--- src/rtl/apb_pkg.sv ---
// Shared APB definitions: transfer FSM states, bus geometry defaults, response codes and the alignment check.
package apb_pkg;

  localparam int ADDR_WIDTH = 16;
  localparam int DATA_WIDTH = 32;
  localparam int STRB_WIDTH = DATA_WIDTH / 8;
  localparam int ALIGNBITS  = $clog2(STRB_WIDTH);
  localparam int MAX_WAIT   = 15;

  typedef enum logic [1:0] {IDLE, SETUP, ACCESS, ERROR} state;
  typedef enum logic {OKAY, SLVERR} resp_t;

  // True when the byte address sits on a word boundary of a (1 << alignBits)-byte bus.
  function automatic logic validAlign(input logic [31:0] addr, input int alignBits = ALIGNBITS);
    logic ok;
    ok = 1'b1;
    for (int i = 0; i < 4; i++) begin
      if (i < alignBits && addr[i]) ok = 1'b0;
    end
    return ok;
  endfunction

endpackage

--- src/rtl/apb_regfile.sv ---
// Register array: byte-strobed synchronous write, combinational read (zero beyond NUM_REGS), async clear.
// Writes land on the PCLK edge where wrEn is high; no backpressure.
module apb_regfile #(
  parameter int NUM_REGS   = 16,
  parameter int DATA_WIDTH = 32,
  parameter int IDX_W      = 4
) (
  input  logic                    PCLK,
  input  logic                    PRESET,
  input  logic                    wrEn,
  input  logic [IDX_W-1:0]        wrIdx,
  input  logic [DATA_WIDTH-1:0]   wrData,
  input  logic [DATA_WIDTH/8-1:0] wrStrb,
  input  logic [IDX_W-1:0]        rdIdx,
  output logic [DATA_WIDTH-1:0]   rdData
);

  logic [DATA_WIDTH-1:0] mem [NUM_REGS];

  always_ff @(posedge PCLK or posedge PRESET) begin
    if (PRESET) begin
      for (int i = 0; i < NUM_REGS; i++) mem[i] <= '0;
    end else if (wrEn) begin
      for (int b = 0; b < DATA_WIDTH / 8; b++) begin
        if (wrStrb[b]) mem[wrIdx][b*8 +: 8] <= wrData[b*8 +: 8];
      end
    end
  end

  assign rdData = (int'(rdIdx) < NUM_REGS) ? mem[rdIdx] : '0;

endmodule

--- src/rtl/apb_regfile_completer.sv ---
// APB4 completer over a byte-strobed register file; PSLVERR on misaligned, out-of-range or strobed-read access.
// `APB_WAIT_EN` honours WAIT_CYCLES (PREADY in access cycle WAIT_CYCLES+1), else zero-wait; PSEL drop aborts.
module apb_regfile_completer #(
  parameter int ADDR_WIDTH  = 16,
  parameter int DATA_WIDTH  = 32,
  parameter int NUM_REGS    = 16,
  parameter int WAIT_CYCLES = 0
) (
  input  logic                    PCLK,
  input  logic                    PRESET,
  input  logic                    PSEL,
  input  logic                    PENABLE,
  input  logic                    PWRITE,
  input  logic [ADDR_WIDTH-1:0]   PADDR,
  input  logic [DATA_WIDTH-1:0]   PWDATA,
  input  logic [DATA_WIDTH/8-1:0] PSTRB,
  output logic [DATA_WIDTH-1:0]   PRDATA,
  output logic                    PREADY,
  output logic                    PSLVERR
);
  import apb_pkg::*;

  localparam int STRB_W  = DATA_WIDTH / 8;
  localparam int ALIGN_W = $clog2(STRB_W);
  localparam int IDX_W   = ADDR_WIDTH - ALIGN_W;
  localparam int REG_AW  = (NUM_REGS > 1) ? $clog2(NUM_REGS) : 1;

`ifdef APB_WAIT_EN
  localparam logic [3:0] WAIT_LOAD = 4'((WAIT_CYCLES > MAX_WAIT) ? MAX_WAIT : WAIT_CYCLES);
  localparam logic       ZERO_WAIT = (WAIT_LOAD == 4'd0);
  logic [3:0] waitCnt;
`else
  localparam logic       ZERO_WAIT = 1'b1;
`endif

  state              curState;
  resp_t             respQ;
  logic              wrQ;
  logic [REG_AW-1:0] idxQ;
  logic [STRB_W-1:0] strbQ;
  logic [IDX_W-1:0]  addrIdx;
  logic [DATA_WIDTH-1:0] rdData;
  logic startXfer, reqErr, complete, regWrEn;

  assign addrIdx   = PADDR[ADDR_WIDTH-1:ALIGN_W];
  assign startXfer = PSEL && !PENABLE && (curState == IDLE || curState == SETUP);
  assign reqErr    = !validAlign(32'(PADDR), ALIGN_W)
                  || ({1'b0, addrIdx} >= (IDX_W+1)'(NUM_REGS))
                  || (!PWRITE && |PSTRB);
  assign complete  = PSEL && PENABLE && PREADY && (curState == ACCESS || curState == ERROR);
  assign regWrEn   = complete && curState == ACCESS && wrQ;
  assign PSLVERR   = (respQ == SLVERR);

  apb_regfile #(
    .NUM_REGS  (NUM_REGS),
    .DATA_WIDTH(DATA_WIDTH),
    .IDX_W     (REG_AW)
  ) u_regfile (
    .PCLK  (PCLK),
    .PRESET(PRESET),
    .wrEn  (regWrEn),
    .wrIdx (idxQ),
    .wrData(PWDATA),
    .wrStrb(strbQ),
    .rdIdx (addrIdx[REG_AW-1:0]),
    .rdData(rdData)
  );

  always_ff @(posedge PCLK or posedge PRESET) begin
    if (PRESET) begin
      curState <= IDLE;
      respQ    <= OKAY;
      PREADY   <= 1'b0;
      PRDATA   <= '0;
      wrQ      <= 1'b0;
      idxQ     <= '0;
      strbQ    <= '0;
`ifdef APB_WAIT_EN
      waitCnt  <= '0;
`endif
    end else begin
      case (curState)
        IDLE, SETUP: begin
          if (startXfer) begin
            wrQ      <= PWRITE;
            idxQ     <= addrIdx[REG_AW-1:0];
            strbQ    <= PSTRB;
            curState <= reqErr ? ERROR : ACCESS;
            PREADY   <= ZERO_WAIT;
            respQ    <= (ZERO_WAIT && reqErr) ? SLVERR : OKAY;
            if (!PWRITE) PRDATA <= reqErr ? '0 : rdData;
`ifdef APB_WAIT_EN
            waitCnt  <= WAIT_LOAD;
`endif
          end else begin
            curState <= IDLE;
          end
        end
        default: begin
          if (!PSEL) begin
            curState <= IDLE;
            PREADY   <= 1'b0;
            respQ    <= OKAY;
          end else if (complete) begin
            // PENABLE is high here, so a following setup phase is always picked up from IDLE.
            curState <= IDLE;
            PREADY   <= 1'b0;
            respQ    <= OKAY;
          end else if (!PREADY) begin
`ifdef APB_WAIT_EN
            if (waitCnt != 4'd0) waitCnt <= waitCnt - 4'd1;
            if (waitCnt == 4'd1) begin
              PREADY <= 1'b1;
              respQ  <= (curState == ERROR) ? SLVERR : OKAY;
            end
`endif
          end
        end
      endcase
    end
  end

endmodule
--- config.mk ---
export PLATFORM = sky130hd
export DESIGN_NAME = apb_regfile_completer
export DESIGN_NICKNAME = d
export VERILOG_FILES = /design/src/rtl/apb_pkg.sv /design/src/rtl/apb_regfile.sv /design/src/rtl/apb_regfile_completer.sv
export SDC_FILE = /design/constraint.sdc
export NUM_CORES = 1
export LEC_CHECK = 0
export CORE_ASPECT_RATIO = 1.5
export CORE_MARGIN = 3
export CORE_UTILIZATION = 45
export CTS_CLUSTER_SIZE = 16
export DETAILED_ROUTE_END_ITERATION = 12
export GPL_ROUTABILITY_DRIVEN = 0
export SLEW_MARGIN = 5
export SYNTH_ARGS = -nofsm -noshare
export SYNTH_HDL_FRONTEND = slang
export SYNTH_SLANG_ARGS = --single-unit
--- constraint.sdc ---
create_clock -name PCLK -period 38.9 [get_ports PCLK]
set_input_delay 9.725 -clock PCLK [delete_from_list [all_inputs] [get_ports PCLK]]
set_output_delay 9.725 -clock PCLK [all_outputs]
set_load 0.02 [all_outputs]
==> results.md, run 1 <==
* Status: finished, final reports clean
* R2R setup slack at 35.86 ns
* Crit-path cells: clkdlybuf4s50_1, inv_8, buf_12, buf_4, buf_4
* Mux contribution to synthesized area at 0.355
* Num rows at 104
* Avg Cell Area, Syn at 15.8 sq um
* First-pass DRT Iterations at 5
* Crit path DAT at 13.30 ns
* Setup TNS at 0 ns
* Final max-slew violation count at 0
* Core footprint at 53700 sq um
* Post-synth top area share at 0.569
* Clock Skews at 0.0182 ns
* Post-synthesis xor/xnor area fraction at 0
* CP startpoint kind: input pin
* Mapped Nets at 1605
* Root buf cell: clkbuf_16
* Simple-gate share of the synthesized area at 0.0262
* Ports at 91
* Clock buffer depth at 3
* Hold path endpoint: u_regfile.mem[309]$_DFFE_PP0P_
* Slew headroom at 0.233
* Initial antenna violation count at 0
* Smallest hold slack at 0.499 ns
* Yosys warning total at 0
* CP max stage cell: buf_4
* Number of global-route vias before repair at 15.1k
* Crit-path max cell delay at 0.85 ns
* Vias per cell at 5.86
* Postcts setup bufs at 0
* Post-Syn Instances at 1548
* Die Y at 292 microns
* Top post-synthesis cells by area: dfrtp_1, mux2_2, mux4_2
* Fill cell count at 4500
* Yosys reg bits at 557
* LEAKAGE at 13.5 nW
* Fraction of layout cells with a size suffix above 1 at 0.456
* First-pass GRT wire length at 91400 microns
* Fmax at 78.5 MHz
* Sequential share of the synthesized area at 0.569
* Worst Reg2Reg Path Length in Cells at 5
* Crit path max fanout at 185
* Post-CTS sizing at 0
* Unrepaired setup endpoints after global routing: false
* Pin count of the biggest net entering global routing at 186
* Cell Pwr Density at 43.1 nW/um^2
* Synth Cell Area at 24500 sq um
* Final hold vios at 0
* Reg clk slew, reported paths at 0.06 ns
* Post-synthesis cell type count at 30
* R2r endpoint: PRDATA[17]$_DFFE_PP0P_
* Yosys top cell by area: dfrtp_1
* CTS Sinks at 557
* Post-DP HPWL at 36800 microns
* Hold path depth at 1
* Most numerous cell in the Yosys netlist: dfrtp_1
* Port Buffers at 90
* Vias at 13.8k
* DRC violations left at 0
* CTS tree: built
* Initial DRC Count at 721
* Post-synth EDFFs at 0
* DIE WIDTH at 196 microns
* Layout Nets at 1679
* Most common library cells after synthesis: dfrtp_1, mux2_2, mux4_2, nand2_1, clkbuf_1
* Num CTS Buffers at 53
* Post-DRT Antenna Nets at 0
* Dominant synthesized flop cell: dfrtp_1
* Crit Path Class: input pin to async pin
* Main combinational cell family by area after synthesis: multiplexers
* Initial core utilization at 0.456
* Final setup violating endpoints at 0
* Die area at 57300 sq um
* Hold Startpoint: u_regfile.mem[309]$_DFFE_PP0P_
* Minimum clock period at 12.73 ns
* Worst Hold Class: flip-flop to flip-flop
* Period utilization at 0.327
* Crit. End Element: async pin
* Max_cap viols at 0
* Grt ovf at 0
* Adder-Cell Fraction of Synth Area at 0.000409
* Worst-skew pair later-pin latency at 0.58 ns
* Crit path required time at 39.46 ns
* Ant diodes at 0
* DR WL/cell at 25.0 microns
* Total track usage at 0.208
* Worst-margin pin slew at 1.14 ns
* Critical R2R Launch: curState[1]$_DFFE_PP0P_
* Async set or reset register ratio after synthesis at 1.00
* Critical path's most frequent cell: buf_4
* Hold_buf cts at 0
* Pre-CTS setup slack at 25.40 ns
* Area Overhead vs Synth at 13.5%
* Final wirelength at 58800 microns
* VDD IR max at 0.0343 mV
* Compound-Gate Fraction of Synth Area at 0.0335
* H-Tree Depth at 2
* Setup ws final at 26.17 ns
[stage by stage]
step                power [mW]  utilization  instance area, sq um  std cells
global route              1.24        0.517                 27800       2350
CTS                       1.21        0.517                 27800       2350
detailed placement       0.694        0.485                 26100       2256
global placement         0.691        0.485                 26100       2256
floorplan                0.665            -                 24500       1548
finish                    1.20        0.517                 27800       2350
[worst max path at each step]
| stage | startpoint | to | slack, ns |
|---|---|---|---|
| 2_1_floorplan | PRESET | PRDATA[0]$_DFFE_PP0P_ | 13.60 |
| 3_3_place_gp | PRESET | u_regfile.mem[278]$_DFFE_PP0P_ | 25.59 |
| 3_5_place_dp | PRESET | u_regfile.mem[278]$_DFFE_PP0P_ | 25.40 |
| 4_1_cts | PRESET | u_regfile.mem[310]$_DFFE_PP0P_ | 26.01 |
| 5_1_grt | PRESET | u_regfile.mem[310]$_DFFE_PP0P_ | 25.58 |
| 6_report | PRESET | u_regfile.mem[310]$_DFFE_PP0P_ | 26.17 |
[critical path, delay by kind of cell]
| family | cells | cell delay, ns |
|---|---|---|
| buffers and inverters | 5 | 3.32 |
[placed cells by master (no fill, tap or decap), drive strengths merged, types with 2 or more instances in the layout]
cell and count:
clkbuf 73, a22oi 62, nor4 5, clkdlybuf4s50 88, and2 2, mux2 516, clkinv 16, dfrtp 557
a22o 31, bufinv 4, nand2 104, nand2b 5, buf 17, o21ai 7, nor2 12, nor2b 4
nand3 2, nor3 11, inv 7, mux4 128
[layer usage]
layer | routed length [microns] | global-route usage | vias up
met3 | 1920 | 0.0244 | 75
met4 | 1110 | 0.0466 | 0
met1 | 25000 | 0.277 | 7463
met2 | 30800 | 0.367 | 260
met5 | 0 | 0 | -
li1 | - | - | 5984
[area by class of cell]
type	count	area, sq um	area share
flip-flops and latches	557	13900	0.502
multi-input cells	899	10200	0.367
clock buffers	73	1510	0.0544
repair buffers	105	1030	0.0371
well taps	689	862	0.0310
clock inverters	21	209	0.00752
inverters	6	30.0	0.00108
[kinds of logic after synthesis]
| family | count (synthesis) |
|---|---|
| flops | 557 |
| mux | 645 |
| fa+ha+maj | 1 |
| simple gates | 147 |
| buf+inv | 92 |
| compound gates | 106 |
[sequential cells by signal, summed over array words and instances, names as in the netlist]
register and flops:
PRDATA 32, curState 2, PREADY 1, strbQ 4
wrQ 1, idxQ 4, u_regfile.mem 512, PSLVERR 1
[report_power, final]
| part | internal [mW] | total (mW) | switching, mW | leakage (nW) |
|---|---|---|---|---|
| combinational | 0.0315 | 0.0767 | 0.0452 | 4.90 |
| sequential | 0.596 | 0.605 | 0.00935 | 7.74 |
| clock | 0.297 | 0.516 | 0.219 | 0.866 |
Power figures use the tool's default switching activity.
==> inputs of run 2 (changes only) <==
==> constraint.sdc (replaced) <==
create_clock -name PCLK -period 10.5 [get_ports PCLK]
set_input_delay 2.625 -clock PCLK [delete_from_list [all_inputs] [get_ports PCLK]]
set_output_delay 2.625 -clock PCLK [all_outputs]
set_load 0.02 [all_outputs]
==> run 2 against run 1 <==
Critical path depth unchanged. Combinational power increased to 3.7 times the previous value. Sequential power increased to 3.7 times the previous value. Highest routed layer unchanged. Non-clock buffer count increased by 2. Clock skew increased by 0.013 ns. Core utilization increased by 0.12 points. Via count decreased by 0.33%. Sequential share of layout area decreased by 0.11 points. Largest power group unchanged. Routed wire length increased by 0.67%. Global-route usage increased by 0.27 points. Sequential cell count unchanged.
==> results.md, run 2 (synthesis results as in run 1) <==
* Final wirelength at 59200 microns
* Vias at 13.7k
* Crit path from: PENABLE
* Worst-margin pin slew at 1.38 ns
* Crit-path max cell delay at 0.75 ns
* Largest regs: u_regfile.mem (512), PRDATA (32)
* Final Instance Count excl. Fillers at 2356
* Final max-slew violation count at 0
* Post-DP HPWL at 36400 microns
* CTS Sinks at 557
* Crit-path cells: clkdlybuf4s50_1, nand2_1, nor3_2, nand2_1, mux2_2
* Grt ovf at 0
* Layout Nets at 1681
* DIE WIDTH at 196 microns
* Postcts setup bufs at 0
* Die area at 57300 sq um
* R2R setup slack at 7.58 ns
* First-pass GRT wire length at 92300 microns
* Pin count of the biggest net entering global routing at 192
* DRC violations left at 0
* Initial antenna violation count at 1
* Initial core utilization at 0.456
* Port Buffers at 90
* DR WL/cell at 25.1 microns
* Max reg flops at 512
* Worst Reg2Reg Path Length in Cells at 3
* Most frequent cells in the layout: dfrtp_1, mux2_2, mux4_2, nand2_1, clkdlybuf4s50_1
* CP max stage cell: nor3_2
* Pre-CTS setup slack at 4.98 ns
* Hold path depth at 1
* Status: finished, final reports clean
* Final setup violating endpoints at 0
* Hold_buf cts at 0
* Core footprint at 53700 sq um
* Critical path's most frequent cell: nand2_1
* Setup ws final at 5.51 ns
* Crit. End Element: flip-flop
* Worst Hold Class: flip-flop to flip-flop
* Root buf cell: clkbuf_16
* Cell Pwr Density at 161 nW/um^2
* Largest Register: u_regfile.mem
* VDD IR max at 0.108 mV
* Vias per cell at 5.83
* R2r endpoint: u_regfile.mem[491]$_DFFE_PP0P_
* Slew headroom at 0.0717
* Crit path max fanout at 16
* LEAKAGE at 13.5 nW
* Post-CTS sizing at 0
* Most common cell after layout, fill and taps aside: dfrtp_1
* H-Tree Depth at 2
* Final hold vios at 0
* Num CTS Buffers at 53
* Critical R2R Launch: idxQ[0]$_DFFE_PP0P_
* Minimum clock period at 4.99 ns
* Crit path required time at 10.97 ns
* Period utilization at 0.476
* Fraction of layout cells with a size suffix above 1 at 0.456
* Dpl cells at 2258
* Num rows at 104
* Worst-skew pair later-pin latency at 0.59 ns
* Max_cap viols at 0
* Initial DRC Count at 680
* Unrepaired setup endpoints after global routing: false
* Total track usage at 0.210
* Crit-path leading delay family: simple AND/OR/NAND/NOR gates
* Clock buffer depth at 3
* Clock Skews at 0.0308 ns
* Reg clk slew, reported paths at 0.06 ns
* Die Y at 292 microns
* Post-DRT Antenna Nets at 0
* Hold path endpoint: u_regfile.mem[292]$_DFFE_PP0P_
* Fill cell count at 4483
* Setup TNS at 0 ns
* CTS tree: built
* First-pass DRT Iterations at 5
* Crit path DAT at 5.46 ns
* Number of global-route vias before repair at 15.0k
* Area Overhead vs Synth at 13.8%
* Ports at 91
* Buffers and inverters on the worst path at 1
* Fmax at 200 MHz
* Crit Path Class: input pin to flip-flop
* Hold Startpoint: u_regfile.mem[292]$_DFFE_PP0P_
* CP startpoint kind: input pin
run 2: cell count changes in the layout (fill, tap and decap cells not counted), moves of 2 or more:
| cell | delta |
|---|---|
| clkinv_2 | -6 |
| clkbuf_1 | +4 |
| buf_4 | +2 |
| clkbuf_16 | +2 |
| clkbuf_8 | +2 |
| clkinvlp_4 | +2 |
run 2: metal layers:
| layer | vias to the layer above | global-route usage | routed length (microns) |
|---|---|---|---|
| li1 | 5978 | - | - |
| met1 | 7418 | 0.273 | 24600 |
| met2 | 244 | 0.375 | 31300 |
| met3 | 96 | 0.0239 | 1800 |
| met4 | 0 | 0.0586 | 1610 |
| met5 | - | 0 | 0 |
run 2: how the worst max path moves through the flow:
stage,end,slack [ns],cells after the start
finish,u_regfile.mem[463]$_DFFE_PP0P_,5.51,5
global route,u_regfile.mem[457]$_DFFE_PP0P_,5.37,5
CTS,PRDATA[19]$_DFFE_PP0P_,5.60,6
detailed placement,PRDATA[19]$_DFFE_PP0P_,4.98,6
global placement,PRDATA[19]$_DFFE_PP0P_,4.90,6
floorplan,PRDATA[0]$_DFFE_PP0P_,0.29,1
run 2: metrics by stage:
stage                     hold WS [ns]  total power, mW   util  instance area, sq um
after floorplan                  0.464             2.46      -                 24500
after global placement           0.477             2.56  0.485                 26100
after detailed placement         0.485             2.57  0.485                 26100
after CTS                        0.501             4.53  0.518                 27800
after global routing             0.509             4.65  0.518                 27900
final                            0.497             4.47  0.518                 27900
run 2: final cells by class:
| class | count | area [sq um] | share of cell area |
|---|---|---|---|
| timing repair buffer | 107 | 1050 | 0.0376 |
| clock inverter | 16 | 165 | 0.00593 |
| clock buffer | 81 | 1600 | 0.0576 |
| inverter | 6 | 26.3 | 0.000943 |
| antenna | 1 | 2.50 | 0.0000898 |
| sequential | 557 | 13900 | 0.500 |
| multi-input combinational | 899 | 10200 | 0.366 |
| tap | 689 | 862 | 0.0310 |
run 2: report_power, final:
part | switching, mW | internal (mW)
clock | 0.818 | 1.12
combinational | 0.169 | 0.117
sequential | 0.0351 | 2.21
